**config.mk**
```make
export PLATFORM = sky130hd
export DESIGN_NAME = qracc_bitserial_seq
export DESIGN_NICKNAME = d
export VERILOG_FILES = /design/src/rtl/qracc_bitserial_seq.sv
export SDC_FILE = /design/constraint.sdc
export NUM_CORES = 2
export LEC_CHECK = 0
export ABC_AREA = 1
export BUFFER_PORTS_ARGS = -buffer_cell sky130_fd_sc_hd__buf_2
export CAP_MARGIN = 20
export CORE_AREA = 2 2 340 342
export CTS_BUF_LIST = sky130_fd_sc_hd__clkbuf_16
export DETAILED_ROUTE_END_ITERATION = 8
export DIE_AREA = 0 0 342 344
export GPL_ROUTABILITY_DRIVEN = 0
export PLACE_DENSITY = 0.64
export SYNTH_ARGS = -nofsm -noshare
export SYNTH_HDL_FRONTEND = slang
export SYNTH_SLANG_ARGS = --single-unit
export TNS_END_PERCENT = 50
```
**constraint.sdc**
```tcl
create_clock -name clk -period 3.7 [get_ports clk]
set_clock_uncertainty 0.2 [all_clocks]
set_input_delay 0.74 -clock clk [delete_from_list [all_inputs] [get_ports clk]]
set_output_delay 0.74 -clock clk [all_outputs]
set_load 0.01 [all_outputs]
```
**src/rtl/qracc_bitserial_seq.sv**
```systemverilog
// Bit-serial MAC sequencer: drives activation bit planes onto ternary row lines and
// shift-accumulates per-column ADC codes. Optional zero-plane skipping: QRACC_PLANE_SKIP_EN.
module qracc_bitserial_seq #(
    parameter int unsigned numRows      = 128,
    parameter int unsigned numCols      = 8,
    parameter int unsigned xBits        = 4,
    parameter int unsigned numAdcBits   = 4,
    parameter int unsigned settleCycles = 2,
    parameter int unsigned accBits      = numAdcBits + xBits + 1
) (
    input  logic                          clk,
    input  logic                          nrst,
    input  logic [$clog2(xBits):0]        cfg_n_bits_i,
    input  logic                          in_valid_i,
    output logic                          in_ready_o,
    input  logic [numRows*xBits-1:0]      in_data_i,
    output logic                          mac_en_o,
    output logic [numRows-1:0]            data_p_o,
    output logic [numRows-1:0]            data_n_o,
    input  logic [numCols*numAdcBits-1:0] adc_out_i,
    output logic                          out_valid_o,
    input  logic                          out_ready_i,
    output logic [numCols*accBits-1:0]    out_data_o,
    output logic                          busy_o
);
    localparam int unsigned NB  = $clog2(xBits) + 1;
    localparam int unsigned CW  = (settleCycles > 1) ? $clog2(settleCycles) : 1;
    localparam int unsigned DW  = numAdcBits + 1;
    localparam int unsigned MID = 1 << (numAdcBits - 1);

    typedef enum logic [1:0] {ST_IDLE, ST_DRIVE, ST_DONE} state_t;

    state_t                     r_state, w_state_nxt;
    logic [numRows*xBits-1:0]   r_x, w_x_nxt;
    logic [NB-1:0]              r_n, w_n_nxt, w_n_cfg;
    logic [NB-1:0]              r_plane, w_plane_nxt;
    logic [CW-1:0]              r_cnt, w_cnt_nxt;
    logic                       r_empty, w_empty_nxt;
    logic                       w_clear, w_sample;
    logic [xBits-1:0]           w_nz_in, w_nz_x;
    logic [NB:0]                w_first, w_next;
    logic [numRows-1:0]         w_dp_nxt, w_dn_nxt;
    logic signed [DW-1:0]       w_delta [numCols];
    logic signed [accBits-1:0]  r_acc [numCols];
    logic                       r_in_ready, r_mac_en, r_out_valid, r_busy;
    logic [numRows-1:0]         r_dp, r_dn;

`ifdef QRACC_PLANE_SKIP_EN
    // Per plane: is the selected bit set on any row
    function automatic logic [xBits-1:0] plane_nz(input logic [numRows*xBits-1:0] x);
        plane_nz = '0;
        for (int r = 0; r < numRows; r++)
            for (int b = 0; b < xBits; b++)
                plane_nz[b] = plane_nz[b] | x[r*xBits + b];
    endfunction
    assign w_nz_in = plane_nz(in_data_i);
    assign w_nz_x  = plane_nz(r_x);
`else
    assign w_nz_in = '1;
    assign w_nz_x  = '1;
`endif

    // Lowest active plane in [start, n): {found, index}
    function automatic logic [NB:0] next_plane(input logic [xBits-1:0] nz, input int start,
                                               input logic [NB-1:0] n);
        next_plane = '0;
        for (int b = int'(xBits) - 1; b >= 0; b--)
            if (b >= start && b < int'(n) && nz[b]) next_plane = {1'b1, NB'(b)};
    endfunction

    assign w_n_cfg = (cfg_n_bits_i == '0 || cfg_n_bits_i > NB'(xBits)) ? NB'(xBits) : cfg_n_bits_i;
    assign w_first = next_plane(w_nz_in, 0, w_n_cfg);
    assign w_next  = next_plane(w_nz_x, int'(r_plane) + 1, r_n);

    always_comb begin
        w_state_nxt = r_state;
        w_x_nxt     = r_x;
        w_n_nxt     = r_n;
        w_plane_nxt = r_plane;
        w_cnt_nxt   = r_cnt;
        w_empty_nxt = r_empty;
        w_clear     = 1'b0;
        w_sample    = 1'b0;
        case (r_state)
            ST_IDLE: if (in_valid_i) begin
                w_state_nxt = ST_DRIVE;
                w_x_nxt     = in_data_i;
                w_n_nxt     = w_n_cfg;
                w_plane_nxt = w_first[NB-1:0];
                w_empty_nxt = ~w_first[NB];
                w_cnt_nxt   = '0;
                w_clear     = 1'b1;
            end
            ST_DRIVE: begin
                if (r_empty) begin
                    w_state_nxt = ST_DONE;
                end else if (r_cnt == CW'(settleCycles - 1)) begin
                    w_sample  = 1'b1;
                    w_cnt_nxt = '0;
                    if (w_next[NB]) w_plane_nxt = w_next[NB-1:0];
                    else            w_state_nxt = ST_DONE;
                end else begin
                    w_cnt_nxt = r_cnt + CW'(1);
                end
            end
            ST_DONE: if (out_ready_i) w_state_nxt = ST_IDLE;
            default: w_state_nxt = ST_IDLE;
        endcase
    end

    // Row drive for the upcoming cycle; the sign plane goes on the negative lines
    always_comb begin
        w_dp_nxt = '0;
        w_dn_nxt = '0;
        if (w_state_nxt == ST_DRIVE && !w_empty_nxt) begin
            for (int r = 0; r < numRows; r++) begin
                if (w_plane_nxt == w_n_nxt - NB'(1)) w_dn_nxt[r] = w_x_nxt[r*xBits + int'(w_plane_nxt)];
                else                                 w_dp_nxt[r] = w_x_nxt[r*xBits + int'(w_plane_nxt)];
            end
        end
    end

    always_comb begin
        for (int c = 0; c < numCols; c++)
            w_delta[c] = $signed({1'b0, adc_out_i[c*numAdcBits +: numAdcBits]}) - $signed(DW'(MID));
    end

    always_ff @(posedge clk or negedge nrst) begin
        if (!nrst) begin
            r_state     <= ST_IDLE;
            r_x         <= '0;
            r_n         <= '0;
            r_plane     <= '0;
            r_cnt       <= '0;
            r_empty     <= 1'b0;
            r_in_ready  <= 1'b1;
            r_mac_en    <= 1'b0;
            r_out_valid <= 1'b0;
            r_busy      <= 1'b0;
            r_dp        <= '0;
            r_dn        <= '0;
            for (int c = 0; c < numCols; c++) r_acc[c] <= '0;
        end else begin
            r_state     <= w_state_nxt;
            r_x         <= w_x_nxt;
            r_n         <= w_n_nxt;
            r_plane     <= w_plane_nxt;
            r_cnt       <= w_cnt_nxt;
            r_empty     <= w_empty_nxt;
            r_in_ready  <= (w_state_nxt == ST_IDLE);
            r_mac_en    <= (w_state_nxt == ST_DRIVE) && !w_empty_nxt;
            r_out_valid <= (w_state_nxt == ST_DONE);
            r_busy      <= (w_state_nxt != ST_IDLE);
            r_dp        <= w_dp_nxt;
            r_dn        <= w_dn_nxt;
            for (int c = 0; c < numCols; c++) begin
                if (w_clear)       r_acc[c] <= '0;
                else if (w_sample) r_acc[c] <= r_acc[c] + (accBits'(w_delta[c]) <<< r_plane);
            end
        end
    end

    for (genvar c = 0; c < numCols; c++) begin : g_out
        assign out_data_o[c*accBits +: accBits] = r_acc[c];
    end

    assign in_ready_o  = r_in_ready;
    assign mac_en_o    = r_mac_en;
    assign out_valid_o = r_out_valid;
    assign busy_o      = r_busy;
    assign data_p_o    = r_dp;
    assign data_n_o    = r_dn;
endmodule

```
==> results.json <==
{
  "tightestPinTransition_ns": 0.848,
  "critical_path.startpoint_type": "register",
  "layout_common_cells": "881 x buf_2, 852 x dfrtp_1, 813 x nand3_1, 641 x nand2_1, 640 x inv_1",
  "run_status": "finished clean",
  "postLayoutSetupSlackWorst_ns": 0.270,
  "post_detailed_route_via_to_cell_ratio": 5.04,
  "max_slew_vio_count": 0,
  "post_synth_instance_area_um2": 41400,
  "fp.dieH_um": 344,
  "leakagePower_nw": 25.9,
  "dpl_worst_slack_ns": 0.0994,
  "setup_viol": 0,
  "cp_max_fo": 60,
  "cts-htree-levels": 3,
  "synthFlopType": "dfrtp_1",
  "timing.max_cap.violations": 0,
  "timing.final.crit_share_pct": 92.7,
  "synth.ff_latch_count": 854,
  "worstSetupPathType": "reg -> reg",
  "postCtsSetupBuffers": 0,
  "rows": 124,
  "async_reset_ff_share_pct": 100,
  "cts-root-to-sink-buffers": 3,
  "portBuffers": 882,
  "die_area_um2": 118000,
  "cp.required_ns": 4.10,
  "critPathArrivalTime_ns": 3.83,
  "synth.net_count": 5607,
  "clockRootBuffer": "clkbuf_16",
  "post_synth_num_cell_types": 39,
  "maximum_resistive_drop_on_vdd_uv": 711,
  "worst_hold_path_type": "in -> reg",
  "crit_path_capture_type": "register",
  "antenna_found_initial": 70,
  "timing.setup.tns_ns": 0,
  "total_via_count_in_the_routed_design": 37316,
  "final.min_clock_period_ns": 3.43,
  "power.density_nw_per_um2": 1070,
  "wl_um": 152000,
  "tritoncts_num_sinks": 854,
  "clock_buffers_created_by_tritoncts": 93,
  "grt_start_max_net_pins": 138,
  "synthesis.yosys.warnings": 0,
  "yosysSeqAreaShare_pct": 51.7,
  "total_power_mw": 54.6,
  "fmax_mhz": 292,
  "cell_count_after_synthesis": 4978,
  "die-width_um": 342,
  "hold_violations": 0,
  "boundaryPins": 883,
  "ant_nets": 0,
  "gr-total-overflow": 0,
  "final_net_count": 6390,
  "cts.reportedPaths.clkPinSlew_ns": 0.06,
  "core-area_um2": 114000,
  "setup.reg_to_reg.worst_slack_ns": 0.27,
  "cts_tree": "built",
  "grt_pass1_vias": 36251,
  "area_growth_syn_to_layout_pct": 23.3,
  "grt_setup_unrepaired": "no",
  "postSynthAreaPerCell_um2": 8.31,
  "max-slew-margin-rel_pct": 43.5,
  "count_of_flip_flops_with_a_built_in_enable_after_synthesis": 0,
  "grt_first_pass_wirelength_um": 223000,
  "fill_cells": 11281,
  "firstDrtPassIters": 6,
  "grt_usage_pct": 24.9,
  "drt_first_iter_violations": 2874,
  "detailedPlacementHpwl_um": 109000,
  "clock_latency_ns": 0.69,
  "layout_commonest_cell": "buf_2",
  "initial_core_util_pct": 36.3,
  "route.detailed.wl_per_inst_um": 20.5,
  "layout_cell_share_with_drive_strength_beyond_1_pct": 28.5,
  "drc": 0
}
synthesized netlist by cell type, types with 30 or more instances:
| cell type | instances | area [um^2] |
|---|---|---|
| dfrtp_1 | 853 | 21300 |
| buf_2 | 159 | 796 |
| nor2_1 | 381 | 1430 |
| o21ai_0 | 586 | 2930 |
| nand2_1 | 643 | 2410 |
| ha_1 | 70 | 876 |
| a22o_1 | 30 | 263 |
| a21oi_1 | 56 | 280 |
| inv_1 | 615 | 2310 |
| or2_2 | 509 | 3180 |
| nand3_1 | 813 | 4070 |
| clkbuf_1 | 142 | 533 |
per-stage QoR:
step | cell area [um^2] | cells | hold WS (ns) | utilization (%)
3_5_place_dp | 47800 | 7177 | 0.301 | 42.0
2_1_floorplan | 41400 | 4978 | 0.244 | -
3_3_place_gp | 47800 | 7177 | 0.298 | 42.0
4_1_cts | 50800 | 7349 | 0.00988 | 44.6
5_1_grt | 50900 | 7394 | 0.0498 | 44.7
6_report | 51000 | 7408 | 0.0740 | 44.8
power by group:
part	internal, mW	switching [mW]	total [mW]
logic	10.3	20.0	30.3
clock network	5.11	4.07	9.18
registers	13.6	1.46	15.1
total	29.1	25.5	54.6
sequential cells by signal (all words and copies together), names as in the netlist:
signal       flops
r_empty          1
out_data_o      72
r_cnt            1
mac_en_o         1
data_n_o       128
r_x            512
r_n              3
data_p_o       128
out_valid_o      1
busy_o           1
r_plane          3
r_state          2
in_ready_o       1
cells by family (layout without fill, tap and decap cells):
family	after synthesis	after routing	share of synthesized area, %
multiplexers	2	2	0.0484
XOR/XNOR	20	20	0.423
other	0	59	0
buffers and inverters	940	1799	9.08
AO/OA/AOI/OAI	718	718	9.13
adder cells (fa/ha/maj)	78	78	2.50
AND/OR/NAND/NOR	2366	2366	27.1
flip-flops	854	854	51.7
final cells by class:
cell class | count | area, um^2 | share of cell area [%]
clock buffers | 93 | 2330 | 4.56
flip-flops and latches | 854 | 21400 | 41.9
inverters | 620 | 2340 | 4.60
diodes | 59 | 148 | 0.290
clock inverters | 78 | 686 | 1.34
multi-input cells | 3184 | 16300 | 32.0
repair buffers | 1008 | 5890 | 11.6
well taps | 1512 | 1890 | 3.71
worst max-delay path, stage by stage, from the launching register on:
cell,delay [ns]
dfrtp_1,0.44
ha_1,0.24
or2_1,0.22
nand2_2,0.10
o21ai_1,0.09
nand2_1,0.08
nand2_2,0.10
nand2_1,0.08
nand2_1,0.14
nand2_8,0.18
buf_12,0.30
nand3_1,0.39
nand3_1,0.49
nand2_1,0.17
nor2_1,0.12
what timing repair did:
item,4_1_cts,5_1_grt
endpoints found under the hold margin,41,0
resized for setup,0,1
endpoints found under the setup margin,0,4
hold buffers,1,0
routing by layer:
layer	track usage, %	share of wire, %	routed length, um
met2	39.9	47	70900
met3	4.83	7.5	11300
met4	12.8	4.8	7220
met5	0	0.12	188
met1	32.1	41	62000
path summary, 6_finish.rpt:
kind / depth (start not counted) / start / endpoint
worst max-delay path: 14 / r_plane[0] / data_n_o[5]
worst min-delay path: 2 / out_ready_i / out_valid_o
worst max register to register: 14 / r_plane[0] / data_n_o[5]
worst min register to register: 2 / out_data_o[6] / out_data_o[6]
max in group asynchronous: 4 / nrst / data_n_o[115]
min in group asynchronous: 2 / nrst / r_x[82]
Note: power is estimated with default switching activity, not from simulation.
